[config.mk]
export PLATFORM = sky130hd
export DESIGN_NAME = float16_accum_ctrl
export DESIGN_NICKNAME = d
export VERILOG_FILES = /design/src/rtl/float16_accum_ctrl.sv
export SDC_FILE = /design/constraint.sdc
export NUM_CORES = 1
export LEC_CHECK = 0
export CAP_MARGIN = 10
export CORE_UTILIZATION = 35
export CTS_CLUSTER_SIZE = 12
export DETAILED_ROUTE_END_ITERATION = 8
export GPL_TIMING_DRIVEN = 0
export PLACE_DENSITY = 0.78
export SYNTH_ARGS = -nofsm -noshare
export SYNTH_HDL_FRONTEND = slang
export SYNTH_SLANG_ARGS = --single-unit
[constraint.sdc]
create_clock -name clk -period 4.16 [get_ports clk]
set_input_delay 1.04 -clock clk [delete_from_list [all_inputs] [get_ports clk]]
set_output_delay 1.04 -clock clk [all_outputs]
set_load 0.05 [all_outputs]
[src/rtl/float16_accum_ctrl.sv]
// Dot-product accumulation sequencer: feeds an external combinational float16
// adder with {acc, in_data} and folds LEN products into one sum.
module float16_accum_ctrl #(
    parameter int LEN   = 8,
    parameter int CNT_W = 16
) (
    input  logic        clk,
    input  logic        rst,
    input  logic        start,
    input  logic        abort,
    input  logic        in_valid,
    output logic        in_ready,
    input  logic [15:0] in_data,
    output logic [15:0] add_a,
    output logic [15:0] add_b,
    input  logic [15:0] add_result,
    output logic        out_valid,
    input  logic        out_ready,
    output logic [15:0] out_data,
    output logic        busy
);
    typedef enum logic [1:0] {IDLE, ACCUM, DONE} state_t;

    localparam logic [CNT_W-1:0] LAST = CNT_W'(LEN - 1);

    state_t            state, state_nx;
    logic [15:0]       acc, acc_nx;
    logic [CNT_W-1:0]  cnt, cnt_nx;

    always_ff @(posedge clk or posedge rst) begin
        if (rst) begin
            state <= IDLE;
            acc   <= 16'h0000;
            cnt   <= '0;
        end else begin
            state <= state_nx;
            acc   <= acc_nx;
            cnt   <= cnt_nx;
        end
    end

    // abort outranks everything, including a beat in the same cycle
    always_comb begin
        state_nx = state;
        acc_nx   = acc;
        cnt_nx   = cnt;
        if (abort) begin
            state_nx = IDLE;
        end else begin
            case (state)
                IDLE: begin
                    if (start) begin
                        acc_nx   = 16'h0000;
                        cnt_nx   = '0;
                        state_nx = ACCUM;
                    end
                end
                ACCUM: begin
                    if (in_valid) begin
                        acc_nx = add_result;
                        if (cnt == LAST) begin
                            cnt_nx   = '0;
                            state_nx = DONE;
                        end else begin
                            cnt_nx = cnt + CNT_W'(1);
                        end
                    end
                end
                DONE: begin
                    if (out_ready) state_nx = IDLE;
                end
                default: state_nx = IDLE;
            endcase
        end
    end

    // handshake outputs come from registered state only
    assign in_ready  = (state == ACCUM);
    assign out_valid = (state == DONE);
    assign busy      = (state != IDLE);
    assign out_data  = out_valid ? acc : 16'h0000;
    assign add_a     = acc;
    assign add_b     = in_data;

endmodule

==> qor.txt, run 1 <==
Total Wirelength - 4770 microns
CTS root buffer - clkbuf_8
Fin Hold WS - 0.487 ns
Top delay family on crit path - buffers and inverters
GRT overflow - 0
Slew HR - 0.461
P per Cell Area - 310 nW/um^2
status - completed
Setup-failing EPs final - 0
DR WL/cell - 13.0 microns
Tmin final - 3.62 ns
Top Ports - 89
All-Layer GR Usage - 0.177
Layout area overhead - 49.6%
vias - 1821
Die Area - 5630 sq um
CTS tree - done
drt first-iter violations - 156
pin count of the biggest net entering global routing - 24
post-CTS setup buffer count - 0
Num Clock Sinks - 34
row cnt - 26
Post-synth EDFFs - 0
fmax - 0.277 GHz
Max Slew Vio Count - 0
chip height - 75.1 microns
number of antenna diodes - 0
Worst Tran Pin Value - 0.802 ns
Reg clk slew, reported paths - 0.07 ns
CP endpoint kind - output port
vias in the first global route - 1629
Longest Clk Path Bufs - 2
dominant synthesized flop cell - dfrtp_1
Hold-fix buffers, CTS - 0
Setup crit start kind - flop
Layout Nets - 334
Finished Layout Cells - 366
drt pass-1 iters - 4
number of antenna violations at the first check in global routing - 0
Post-Syn Area - 1870 sq um
syn_nets - 254
Clock Skew - 0.00316 ns
IR drop worst, VDD - 0.000216 V
synthesis-stage register bit count - 34
GP Congestion - 0.795
Fin. Hold Viols - 0
Crit path largest cell delay - 0.80 ns
Post-DP HPWL - 3570 microns
Yosys warnings - 0
Worst Path Required - 3.12 ns
drt via density - 4.98
worst min path class - flop to flop
total negative setup slack - 0 ns
async set or reset register ratio after synthesis - 1.00
crit-path cells - nor2b_1, clkbuf_1, and2_1, clkdlybuf4s50_1
Synth Instances - 215
CP max stage cell - clkdlybuf4s50_1
DR DRC count - 0
core area - 5110 sq um
Seq/Total Area, Yosys - 0.455
final worst path period share - 0.869
initial core utilization - 0.366
fraction of layout instances using a drive strength above 1 - 0.108
worst path arrival time - 2.58 ns
Clock Latency Late Sink - 0.29 ns
CTS Buf Count - 5
LEAKAGE - 1.24 nW
crit-path max FO - 10
port buffer count - 72
total chip power - 0.000868 W
CTS resizes - 0
Max Cap Viol - 0
Area after DPL - 2700 sq um
CP Class - flop to output port
design area - 2800 sq um
CP bufs+invs - 2
unrepaired setup endpoints after global routing - no
first-pass GRT wire length - 7430 microns
Die X - 75.1 microns
Avg Cell Area, Syn - 8.69 sq um
Placed Cells - 358
H-tree depth - 2
antenna-violating nets left - 0
synth unique cells - 40
-- placed cells by master (no fill, tap or decap), types with 2 or more instances in the layout --
cell and n:
nand4_1 2, inv_1 4, buf_4 16, clkdlybuf4s50_1 72, nand3_1 27, nor2b_1 2, dfrtp_1 34, o21ai_1 8
or4_1 3, nand2b_1 2, and2_1 16, clkbuf_8 6, clkbuf_1 8, xor2_1 3, nor2_1 9, mux2i_1 2
a31oi_1 5, nor3_1 6, nand2_1 42, nor2_2 2, a21oi_1 4
-- final cells by class --
class | instances | area [sq um]
inverters | 5 | 18.8
fillers | 477 | 2310
clock inverters | 1 | 5.00
well taps | 70 | 87.6
flip-flops and latches | 34 | 851
repair buffers | 73 | 748
multi-input cells | 152 | 841
clock buffers | 7 | 86.3
plain buffers | 24 | 158
-- through the flow --
step,util,worst slack [ns]
after floorplan,-,1.28
after global placement,0.524,0.894
after detailed placement,0.529,0.831
after CTS,0.547,0.509
after global routing,0.547,0.342
final,0.547,0.544
-- cell families after synthesis --
| group | after synthesis | share of synthesized area |
|---|---|---|
| buffers and inverters | 29 | 0.0944 |
| AO/OA/AOI/OAI | 25 | 0.0837 |
| adder cells (fa/ha/maj) | 1 | 0.00670 |
| AND/OR/NAND/NOR | 120 | 0.329 |
| multiplexers | 3 | 0.0167 |
| flip-flops | 34 | 0.455 |
| XOR/XNOR | 3 | 0.0141 |
-- per-layer routing --
layer	GRT usage	share of wire
met2	0.281	0.50
met4	0.0901	0.019
met1	0.228	0.42
met3	0.0361	0.057
met5	0	0
-- final timing paths --
path	startpoint	to	slack, ns	cells past startpoint
hold reg to reg	add_a[13]	add_a[13]	0.49	2
min in group asynchronous	rst	add_a[4]	1.10	2
setup / recovery	state[0]	out_data[11]	0.54	4
hold / removal	add_a[13]	add_a[13]	0.49	2
setup reg to reg	cnt[11]	cnt[15]	2.14	6
max in group asynchronous	rst	add_a[15]	2.56	3
-- flip-flops by register name, summed over array words and instances (netlist names) --
name and count:
state 2, cnt 16, add_a 16
-- synth_stat cells (2+ instances only) --
library cell,number,area [sq um]
dfrtp_1,34,851
mux2i_1,2,20.0
inv_1,4,15.0
nand2b_1,2,12.5
nand2_1,42,158
nor2b_1,2,12.5
clkbuf_1,7,26.3
a31oi_1,5,31.3
or4_1,3,22.5
buf_4,16,120
and2_1,16,100
nor3_1,6,30.0
o21ai_1,8,40.0
a21oi_1,4,20.0
nand4_1,2,12.5
nor2_2,2,12.5
nand3_1,27,135
nor2_1,9,33.8
xor2_1,3,26.3
-- report_power, final --
part	switching, W	internal, W	total [W]
combinational	0.000153	0.0000913	0.000245
sequential	0.0000197	0.000354	0.000373
clock	0.000116	0.000133	0.000250
total	0.000289	0.000578	0.000868
-- worst reg2reg max path: stages (launching register included) --
cell and delay (ns):
dfrtp_1 0.41, or4_1 0.59, nor4_4 0.32, buf_6 0.20, nor2_4 0.09, a41oi_1 0.22
a31oi_1 0.06
No activity file was read; power rests on OpenSTA's default activity.
==> inputs of run 2 (changes only) <==
--- a/config.mk
+++ b/config.mk
@@ -6,11 +6,12 @@
 export NUM_CORES = 1
 export LEC_CHECK = 0
 export CAP_MARGIN = 10
-export CORE_UTILIZATION = 35
+export CORE_UTILIZATION = 44
 export CTS_CLUSTER_SIZE = 12
 export DETAILED_ROUTE_END_ITERATION = 8
 export GPL_TIMING_DRIVEN = 0
-export PLACE_DENSITY = 0.78
+export MAX_ROUTING_LAYER = met4
+export PLACE_DENSITY = 0.93
 export SYNTH_ARGS = -nofsm -noshare
 export SYNTH_HDL_FRONTEND = slang
 export SYNTH_SLANG_ARGS = --single-unit
==> run 2 against run 1 <==
Sequential power about the same; die area shrank 20%; via count grew 0.71%; critical endpoint is now out_data[7]; largest power group unchanged.
==> qor.txt, run 2 (synthesis gave the netlist of run 1 again) <==
total negative setup slack - 0 ns (unchanged)
CP Class - flop to output port (unchanged)
vias - 1834 (was 1821)
Max Cap Viol - 0 (unchanged)
Worst Tran Pin Value - 0.748 ns (was 0.802 ns)
LEAKAGE - 1.24 nW (unchanged)
Post-DP HPWL - 3610 microns (was 3570 microns)
Worst Path Required - 3.12 ns (about the same)
FF-to-FF path depth - 6 (unchanged)
Die X - 67.2 microns (was 75.1 microns)
first-pass GRT wire length - 7550 microns (was 7430 microns)
All-Layer GR Usage - 0.237 (was 0.177)
Hold-fix buffers, CTS - 0 (unchanged)
pre-CTS setup slack - 0.808 ns (was 0.831 ns)
CP endpoint kind - output port (unchanged)
DR WL/cell - 13.8 microns (was 13.0 microns)
drt via density - 5.30 (was 4.98)
Setup crit start kind - flop (unchanged)
Hold Startpoint - add_a[10] (was add_a[13])
FILL cells - 340 (was 477)
Clock Latency Late Sink - 0.29 ns (about the same)
Setup-failing EPs final - 0 (unchanged)
CTS Buf Count - 5 (unchanged)
part of the power in registers - 0.429 (was 0.430)
crit-path cells - nor2b_1, clkbuf_1, and2_1, clkdlybuf4s50_1 (unchanged)
drt pass-1 iters - 4 (unchanged)
most frequent cells in the layout - clkdlybuf4s50_1, nand2_1, dfrtp_1 (unchanged)
Clock Power Share - 0.289 (was 0.288)
GRT overflow - 0 (unchanged)
Layout Nets - 334 (unchanged)
Switching Fraction - 0.334 (was 0.333)
CP bufs+invs - 2 (unchanged)
pin count of the biggest net entering global routing - 23 (was 24)
CTS tree - done (unchanged)
status - completed (unchanged)
Die Area - 4510 sq um (was 5630 sq um)
Reg clk slew, reported paths - 0.06 ns (was 0.07 ns)
area of the multi-input gates - 841 sq um (unchanged)
fmax - 0.275 GHz (was 0.277 GHz)
final worst path period share - 0.874 (was 0.869)
RR Endpoint - cnt[15] (unchanged)
Worst Hold Endpoint - add_a[10] (was add_a[13])
Total Wirelength - 4780 microns (was 4770 microns)
Slew HR - 0.498 (was 0.461)
worst min path class - flop to flop (unchanged)
fraction of layout instances using a drive strength above 1 - 0.108 (unchanged)
Hold Crit Depth - 2 (unchanged)
CTS root buffer - clkbuf_8 (unchanged)
Longest Clk Path Bufs - 2 (unchanged)
number of antenna diodes - 0 (unchanged)
Layout area overhead - 48.3% (was 49.6%)
unrepaired setup endpoints after global routing - no (unchanged)
worst path arrival time - 2.60 ns (was 2.58 ns)
P per Cell Area - 314 nW/um^2 (was 310 nW/um^2)
Reg area - 851 sq um (unchanged)
initial core utilization - 0.464 (was 0.366)
drt first-iter violations - 68 (was 156)
Critical R2R Launch - cnt[12] (was cnt[11])
port buffer count - 72 (unchanged)
crit-path max FO - 10 (unchanged)
row cnt - 23 (was 26)
internal power - 0.000578 W (about the same)
most common cell after layout, fill and taps aside - clkdlybuf4s50_1 (unchanged)
chip height - 67.2 microns (was 75.1 microns)
post-CTS setup buffer count - 0 (unchanged)
Fin Hold WS - 0.488 ns (was 0.487 ns)
DR DRC count - 0 (unchanged)
CP max stage cell - clkdlybuf4s50_1 (unchanged)
core area - 4030 sq um (was 5110 sq um)
antenna-violating nets left - 0 (unchanged)
Fin. Hold Viols - 0 (unchanged)
Clock Skew - 0.00598 ns (was 0.00316 ns)
Final WS setup - 0.523 ns (was 0.544 ns)
vias in the first global route - 1682 (was 1629)
Crit path largest cell delay - 0.80 ns (about the same)
CTS resizes - 0 (unchanged)
Worst R2R Setup Slack - 2.17 ns (was 2.14 ns)
Top delay family on crit path - buffers and inverters (unchanged)
Top Ports - 89 (unchanged)
Tmin final - 3.64 ns (was 3.62 ns)
Max Slew Vio Count - 0 (unchanged)
Psw - 0.000290 W (was 0.000289 W)
GP Congestion - 0.881 (was 0.795)
IR drop worst, VDD - 0.000208 V (was 0.000216 V)
H-tree depth - 2 (unchanged)
number of antenna violations at the first check in global routing - 0 (unchanged)
Num Clock Sinks - 34 (unchanged)
combinational share of power - 0.282 (about the same)
[run 2: cell counts in the layout (fill, tap and decap cells not counted)]
Identical to the previous run, type by type.
[run 2: cell type report]
type	count	share of cell area
Sequential cell	34	0.307
Multi-Input combinational cell	152	0.304
Timing Repair Buffer	73	0.270
Buffer	24	0.0569
Clock buffer	7	0.0312
Tap cell	50	0.0226
Inverter	5	0.00678
Clock inverter	1	0.00181
[run 2: how the worst max path moves through the flow]
stage | startpoint | to | slack, ns | cells after the start
2_1_floorplan | state[0] | out_data[10] | 1.28 | 3
3_5_place_dp | state[0] | out_data[8] | 0.81 | 4
5_1_grt | state[0] | out_data[8] | 0.36 | 4
4_1_cts | state[0] | out_data[7] | 0.48 | 4
3_3_place_gp | state[0] | out_data[7] | 0.83 | 4
6_report | state[0] | out_data[7] | 0.52 | 4
[run 2: stage by stage]
stage               area, sq um  power [W]  utilization  std cells
global route               2770   0.000908        0.688        346
global placement           2650   0.000615        0.658        337
floorplan                  1870   0.000531            -        215
detailed placement         2680   0.000624        0.665        338
finish                     2770   0.000868        0.688        346
CTS                        2770   0.000875        0.688        346
[run 2: per-layer routing]
| layer | track usage | part of all wire | up-vias |
|---|---|---|---|
| met5 | - | 0 | - |
| met4 | 0.104 | 0.018 | 0 |
| li1 | - | - | 883 |
| met3 | 0.0507 | 0.064 | 4 |
| met1 | 0.283 | 0.42 | 867 |
| met2 | 0.383 | 0.50 | 80 |
[run 2: worst reg2reg max path: cells and delay by family (launching register included)]
family / cells / cell delay [ns]
DFF: 1 / 0.43
AOI/OAI and AO/OA: 2 / 0.26
and+or+nand+nor: 3 / 0.98
buffers and inverters: 1 / 0.20
[run 2: power groups by stage]
stage | sequential [W] | clock, W | combinational (W)
after CTS | 0.000373 | 0.000256 | 0.000246
after global placement | 0.000377 | 0 | 0.000237
final | 0.000373 | 0.000251 | 0.000245
after floorplan | 0.000434 | 0 | 0.0000967
after detailed placement | 0.000379 | 0 | 0.000246
after global routing | 0.000376 | 0.000273 | 0.000260
